--- config.mk ---
export PLATFORM = sky130hd
export DESIGN_NAME = divider_restoring
export DESIGN_NICKNAME = d
export VERILOG_FILES = /design/src/rtl/divider_restoring_pkg.sv /design/src/rtl/divider_restoring_step.sv /design/src/rtl/divider_restoring.sv
export SDC_FILE = /design/constraint.sdc
export NUM_CORES = 1
export LEC_CHECK = 0
export ABC_AREA = 0
export CELL_PAD_IN_SITES_DETAIL_PLACEMENT = 1
export CELL_PAD_IN_SITES_GLOBAL_PLACEMENT = 1
export CORE_ASPECT_RATIO = 1.4
export CORE_MARGIN = 5
export CORE_UTILIZATION = 41
export DETAILED_ROUTE_END_ITERATION = 10
export GPL_ROUTABILITY_DRIVEN = 1
export PLACE_DENSITY_LB_ADDON = 0.1
export SLEW_MARGIN = 15
export SYNTH_ARGS = -nofsm -noshare
export SYNTH_HDL_FRONTEND = slang
export SYNTH_HIERARCHICAL = 1
export SYNTH_SLANG_ARGS = --single-unit
--- constraint.sdc ---
create_clock -name Clk -period 2.4 [get_ports Clk]
set_input_delay 0.48 -clock Clk [delete_from_list [all_inputs] [get_ports Clk]]
set_output_delay 0.48 -clock Clk [all_outputs]
set_load 0.02 [all_outputs]
--- src/rtl/divider_restoring_pkg.sv ---
// Shared definitions for the restoring divider: FSM encoding and counter sizing.
package divider_restoring_pkg;

  typedef enum logic [1:0] {
    ST_IDLE = 2'd0,
    ST_RUN  = 2'd1,
    ST_DONE = 2'd2
  } state_e;

  // Iteration counter must hold the value NW itself, hence the extra bit.
  function automatic int cnt_width(input int nw);
    return $clog2(nw) + 1;
  endfunction

endpackage

--- src/rtl/divider_restoring_step.sv ---
// One restoring-division step: trial subtract of the divisor from the shifted partial remainder.
module div_step #(
  parameter int DW = 4
) (
  input  logic [DW:0]   t_i,
  input  logic [DW-1:0] d_i,
  output logic [DW:0]   p_next_o,
  output logic          qbit_o
);

  assign qbit_o   = (t_i >= {1'b0, d_i});
  assign p_next_o = qbit_o ? (t_i - {1'b0, d_i}) : t_i;

endmodule

--- src/rtl/divider_restoring.sv ---
// Sequential unsigned restoring divider: one quotient bit per clock, result held with Done.
module divider_restoring
  import divider_restoring_pkg::*;
#(
  parameter int NW = 8,
  parameter int DW = 4
) (
  input  logic          Clk,
  input  logic          Resetn,
  input  logic          Start,
  input  logic [NW-1:0] Nin,
  input  logic [DW-1:0] Din,
  output logic [NW-1:0] Q,
  output logic [DW-1:0] R,
  output logic          Busy,
  output logic          Done,
  output logic          DivZero
);

  localparam int CW = cnt_width(NW);

  state_e        state_q, state_d;
  logic [NW-1:0] n_q, n_d, q_q, q_d;
  logic [DW-1:0] d_q, d_d, r_q, r_d;
  logic [DW:0]   p_q, p_d, t, p_next;
  logic [CW-1:0] cnt_q, cnt_d;
  logic          dz_q, dz_d;
  logic          qbit;
  logic          unused_p;

  // P stays below D after every step, so its top bit never feeds the next shift.
  assign unused_p = p_q[DW];
  assign t        = {p_q[DW-1:0], n_q[NW-1]};

  div_step #(.DW(DW)) u_step (
    .t_i      (t),
    .d_i      (d_q),
    .p_next_o (p_next),
    .qbit_o   (qbit)
  );

  always_comb begin
    state_d = state_q;
    n_d     = n_q;
    d_d     = d_q;
    p_d     = p_q;
    q_d     = q_q;
    r_d     = r_q;
    cnt_d   = cnt_q;
    dz_d    = dz_q;
    case (state_q)
      ST_IDLE, ST_DONE: begin
        if (Start) begin
          if (Din == '0) begin
            state_d = ST_DONE;
            q_d     = '1;
            r_d     = '0;
            dz_d    = 1'b1;
          end else begin
            state_d = ST_RUN;
            n_d     = Nin;
            d_d     = Din;
            p_d     = '0;
            q_d     = '0;
            cnt_d   = CW'(NW);
            dz_d    = 1'b0;
          end
        end
      end
      ST_RUN: begin
        n_d   = n_q << 1;
        p_d   = p_next;
        q_d   = {q_q[NW-2:0], qbit};
        cnt_d = cnt_q - 1'b1;
        if (cnt_q == CW'(1)) begin
          state_d = ST_DONE;
          r_d     = p_next[DW-1:0];
        end
      end
      default: state_d = ST_IDLE;
    endcase
  end

  always_ff @(posedge Clk or negedge Resetn) begin
    if (!Resetn) begin
      state_q <= ST_IDLE;
      n_q     <= '0;
      d_q     <= '0;
      p_q     <= '0;
      q_q     <= '0;
      r_q     <= '0;
      cnt_q   <= '0;
      dz_q    <= 1'b0;
    end else begin
      state_q <= state_d;
      n_q     <= n_d;
      d_q     <= d_d;
      p_q     <= p_d;
      q_q     <= q_d;
      r_q     <= r_d;
      cnt_q   <= cnt_d;
      dz_q    <= dz_d;
    end
  end

  assign Q       = q_q;
  assign R       = r_q;
  assign Busy    = (state_q == ST_RUN);
  assign Done    = (state_q == ST_DONE);
  assign DivZero = dz_q;

endmodule

==> flow_summary.ini, run 1 <==
[sta]
tightest_slew_ps = 544.1
finClkSkew_ps = 7.980
tns_ps = 0
setup_viol_count_final = 0
finalHoldViolCount = 0
fin_ws_ps = 308.0
fin_crit_ps = 2092
max_clock_freq_mhz = 478.0
rsz0062_at_grt = no
min_period_over_period_pct = 87.17
maxSlewHeadroom_pct = 63.59
drv_slew = 0

[placed_design]
pre_cts_slack_ps = 114.9
dpl.hpwl_mm = 3.049
place_congestion = 0.7667
io_buffers = 29

[floorplanning]
io_pins = 30
start_util_pct = 42.34
dieArea_sq_um = 5437
core_area_sq_um = 3919
die_h_um = 85.27
row_count = 27
dieWidth_um = 63.76

[critical_path]
arrival_ps = 1610
path_class = reg -> out
worst-path-max-fanout = 5
startpoint_type = register
endpoint_kind = primary output
cp.required_ps = 1920

[status]
status = completed

[finish]
layout_commonest_cell = dfrtp_1
drive_above_1_share_pct = 13.74
fin_nets = 203
antennaDiodeCount = 0
final_cell_mix = dfrtp_1 (35), clkdlybuf4s50_1 (29), o21ai_0 (12)
area_growth_pct = 27.45
fillers = 417

[grt]
gr-total-overflow = 0
first_global_vias = 1439
antenna_found_initial = 0
grt_max_degree = 36
grt_pass1_wl_mm = 6.955
grt_use_total_pct = 16.04

[job]
maxCapViolCount = 0

[clock_network]
cts-hold-fix-buffers = 0
cts.clk_slew.worst_paths_ps = 70
post-cts-setup-buffers = 0
cts_buffer_depth = 2
clk_latency_ps = 290
cts_sinks = 35
root_buffer = clkbuf_8
cts_resized = 0
htree_num_levels = 2
numCtsBuffers = 5
cts_tree = built

[detailed_routing]
wl_per_cell_um = 17.36
drcViolationCount = 0
viasPerCell = 5.529
vias = 1244
drt_iter0_drc = 26
drt_wl_total_mm = 3.905
drtAntennaViolNets = 0
drt-pass1-iter-count = 4

[synth]
yosysWarnings = 6
synthesis.nets = 165
syn_area_sq_um = 1659
syn_avg_cell_area_sq_um = 11.60
synthCells = 143

[power_and_ir_drop]
p_per_area_nw_per_um2 = 1558
p_leak_uw = 0.0009711
ir_drop_mv = 0.9246

[worst_hold_path]
hp-class = reg -> reg
==> layout make-up <==
type / count / area, sq um / area share, %
tap: 43 / 53.80 / 2.544
clock buffer: 6 / 72.57 / 3.432
multi-input combinational: 93 / 723.2 / 34.20
timing repair buffer: 35 / 335.3 / 15.86
clock inverter: 2 / 12.51 / 0.5917
sequential: 35 / 875.8 / 41.42
inverter: 11 / 41.29 / 1.953
==> through the flow <==
stage,std cells,hold slack [ps],area (sq um),utilization [%],power (uW)
floorplan,143,184.4,1659,-,2283
global placement,217,460.7,2029,51.79,2796
detailed placement,217,474.2,2029,51.79,2911
CTS,225,490.4,2115,53.96,3342
global route,225,516.1,2115,53.96,3568
finish,225,486.5,2115,53.96,3294
==> registers in the layout (all words and copies together) (netlist names) <==
signal and cells:
cnt_q 4, state_q 2, n_q 8, d_q 4
p_q 4, DivZero 1, Q 8, R 4
==> critical path, stage by stage (launching register included) <==
cell and delay, ps:
dfrtp_1 450, nand2b_1 160, inv_1 110, clkdlybuf4s50_1 600
==> final timing paths <==
kind                       depth (start not counted)  endpoint  startpoint  slack (ps)
setup / recovery                                   3      Busy  state_q[0]         310
hold / removal                                     2    n_q[3]      n_q[3]         490
setup reg to reg                                   6      R[2]      p_q[1]         520
min in group asynchronous                          2      Q[3]      Resetn         600
hold reg to reg                                    2    n_q[3]      n_q[3]         490
max in group asynchronous                          2    p_q[0]      Resetn        1480
==> per-layer routing <==
layer	vias to the layer above	track usage [%]	wire (um)
li1	592	-	-
met1	626	18.49	1563
met2	23	28.74	2145
met3	3	4.238	164
met4	0	4.537	32
met5	-	0	0
==> power by group <==
part | leakage (uW) | total (uW) | switching [uW] | internal (uW)
Combinational | 0.000493 | 1820 | 948 | 867
Sequential | 0.000437 | 1060 | 193 | 868
Clock | 0.0000412 | 418 | 215 | 203
Total | 0.000971 | 3290 | 1360 | 1940
Note: power is estimated with default switching activity, not from simulation.
==> run 2, diff against run 1 <==
--- a/config.mk
+++ b/config.mk
@@ -13,6 +13,7 @@
 export CORE_UTILIZATION = 41
 export DETAILED_ROUTE_END_ITERATION = 10
 export GPL_ROUTABILITY_DRIVEN = 1
+export GPL_TIMING_DRIVEN = 0
 export PLACE_DENSITY_LB_ADDON = 0.1
 export SLEW_MARGIN = 15
 export SYNTH_ARGS = -nofsm -noshare
==> run 2 against run 1 <==
Die area unchanged. First-iteration DRC count is 54% higher. Design area down 0.30%. Non-clock buffer count unchanged. Critical path depth unchanged. Sequential cell count unchanged. Via count is 2.7% higher. Fmax shrank 8.1%. Worst setup slack got worse by 180 ps. Critical path type unchanged. Critical endpoint unchanged. Highest routed layer unchanged.
==> flow_summary.ini, run 2 (synthesis gave the netlist of run 1 again) <==
[floorplanning]
dieArea_sq_um = 5437
io_pins = 30
start_util_pct = 42.34
die_h_um = 85.27
dieWidth_um = 63.76
core_area_sq_um = 3919
row_count = 27

[finish]
antennaDiodeCount = 0
fin_area_sq_um = 2108
final_cell_mix = dfrtp_1 (35), clkdlybuf4s50_1 (28), o21ai_0 (12)
drive_above_1_share_pct = 14.92
utilization_pct = 53.80
fin_nets = 203
fillers = 426
layout_commonest_cell = dfrtp_1
area_growth_pct = 27.07

[sta]
finClkSkew_ps = 4.547
tightest_slew_ps = 781.8
max_clock_freq_mhz = 439.3
fin_ws_ps = 123.6
rsz0062_at_grt = no
setup_viol_count_final = 0
maxSlewHeadroom_pct = 47.88
finalHoldViolCount = 0
fin_crit_ps = 2276
drv_slew = 0
min_period_over_period_pct = 94.85

[grt]
grt_max_degree = 36
grt_use_total_pct = 15.21
antenna_found_initial = 0
grt_pass1_wl_mm = 6.417
gr-total-overflow = 0
first_global_vias = 1370

[critical_path]
rrSetupSlack_ps = 560
worst-path-max-fanout = 10
cp.required_ps = 1920
path_class = reg -> out
arrival_ps = 1800
startpoint_type = register
endpoint_kind = primary output

[detailed_routing]
met1Wirelength_mm = 1.467
drtAntennaViolNets = 0
drt_iter0_drc = 40
drt_wl_total_mm = 3.803
viasPerCell = 5.701
vias = 1277
drcViolationCount = 0
wl_met3_um = 170
wl_per_cell_um = 16.98
met2RoutedLength_mm = 2.104
top_layer_used = met4
drt-pass1-iter-count = 4

[clock_network]
cts-hold-fix-buffers = 0
numCtsBuffers = 5
clk_latency_ps = 280
cts_buffer_depth = 2
cts_sinks = 35
root_buffer = clkbuf_8
cts_tree = built
cts.clk_slew.worst_paths_ps = 70
htree_num_levels = 2

[placed_design]
place_congestion = 0.7686
postPlaceCellArea_sq_um = 1998
io_buffers = 29
pre_cts_slack_ps = -50.33
dpl.hpwl_mm = 2.912

[power_and_ir_drop]
p_total_uw = 3305
p_per_area_nw_per_um2 = 1568
p_leak_uw = 0.0009698
ir_drop_mv = 0.7800

[status]
status = completed

[worst_hold_path]
hp-class = in -> async

[job]
maxCapViolCount = 0
-- run 2: cell types whose count changed in the layout (fill, tap and decap cells not counted) --
cell | before | now
buf_2 | 0 | 4
clkdlybuf4s50_1 | 29 | 28
clkbuf_8 | 5 | 6
clkbuf_1 | 1 | 0
inv_1 | 11 | 10
buf_4 | 6 | 3
-- run 2: final timing paths --
| check | cells after the start | to | from |
|---|---|---|---|
| setup / recovery | 3 | Busy | state_q[0] |
| hold / removal | 1 | Q[4] | Resetn |
| setup reg to reg | 5 | Q[1] | state_q[0] |
| hold reg to reg | 1 | DivZero | DivZero |
| max in group asynchronous | 1 | p_q[0] | Resetn |
| min in group Clk | 1 | DivZero | DivZero |
-- run 2: layout make-up --
cell class                      count  area, sq um  area share, %
Buffer                              3        15.01         0.7122
Multi-Input combinational cell     93        723.2          34.30
Inverter                           11        45.04          2.137
Clock buffer                        6        82.58          3.917
Timing Repair Buffer               32        307.8          14.60
Tap cell                           43        53.80          2.552
Clock inverter                      1        5.005         0.2374
Sequential cell                    35        875.8          41.54
-- run 2: metal layers --
layer / track usage, % / up-vias
met3: 4.371 / 5
met2: 27.73 / 23
met1: 16.28 / 657
li1: - / 592
met4: 5.671 / 0
met5: 0 / -
-- run 2: what timing repair did --
item / in CTS / in global routing
endpoints found under the setup margin: 1 / 1
setup buffers: 0 / 3
resized for setup: 1 / 0
-- run 2: where the power goes --
| part | leakage, uW | switching (uW) | internal (uW) |
|---|---|---|---|
| Combinational | 0.000486 | 954 | 870 |
| Sequential | 0.000437 | 188 | 868 |
| Clock | 0.0000470 | 199 | 225 |
-- run 2: worst max-delay path, stage by stage, from the launching register on --
cell and delay, ps:
dfrtp_1 440, nand2b_1 230, clkinvlp_4 260, clkdlybuf4s50_1 590
-- run 2: per-stage QoR --
step	cells	TNS, ps	hold slack (ps)
3_5_place_dp	215	-155.2	465.6
4_1_cts	221	0	299.4
6_report	224	0	271.1
2_1_floorplan	143	0	184.4
5_1_grt	224	0	341.2
3_3_place_gp	215	0	461.5
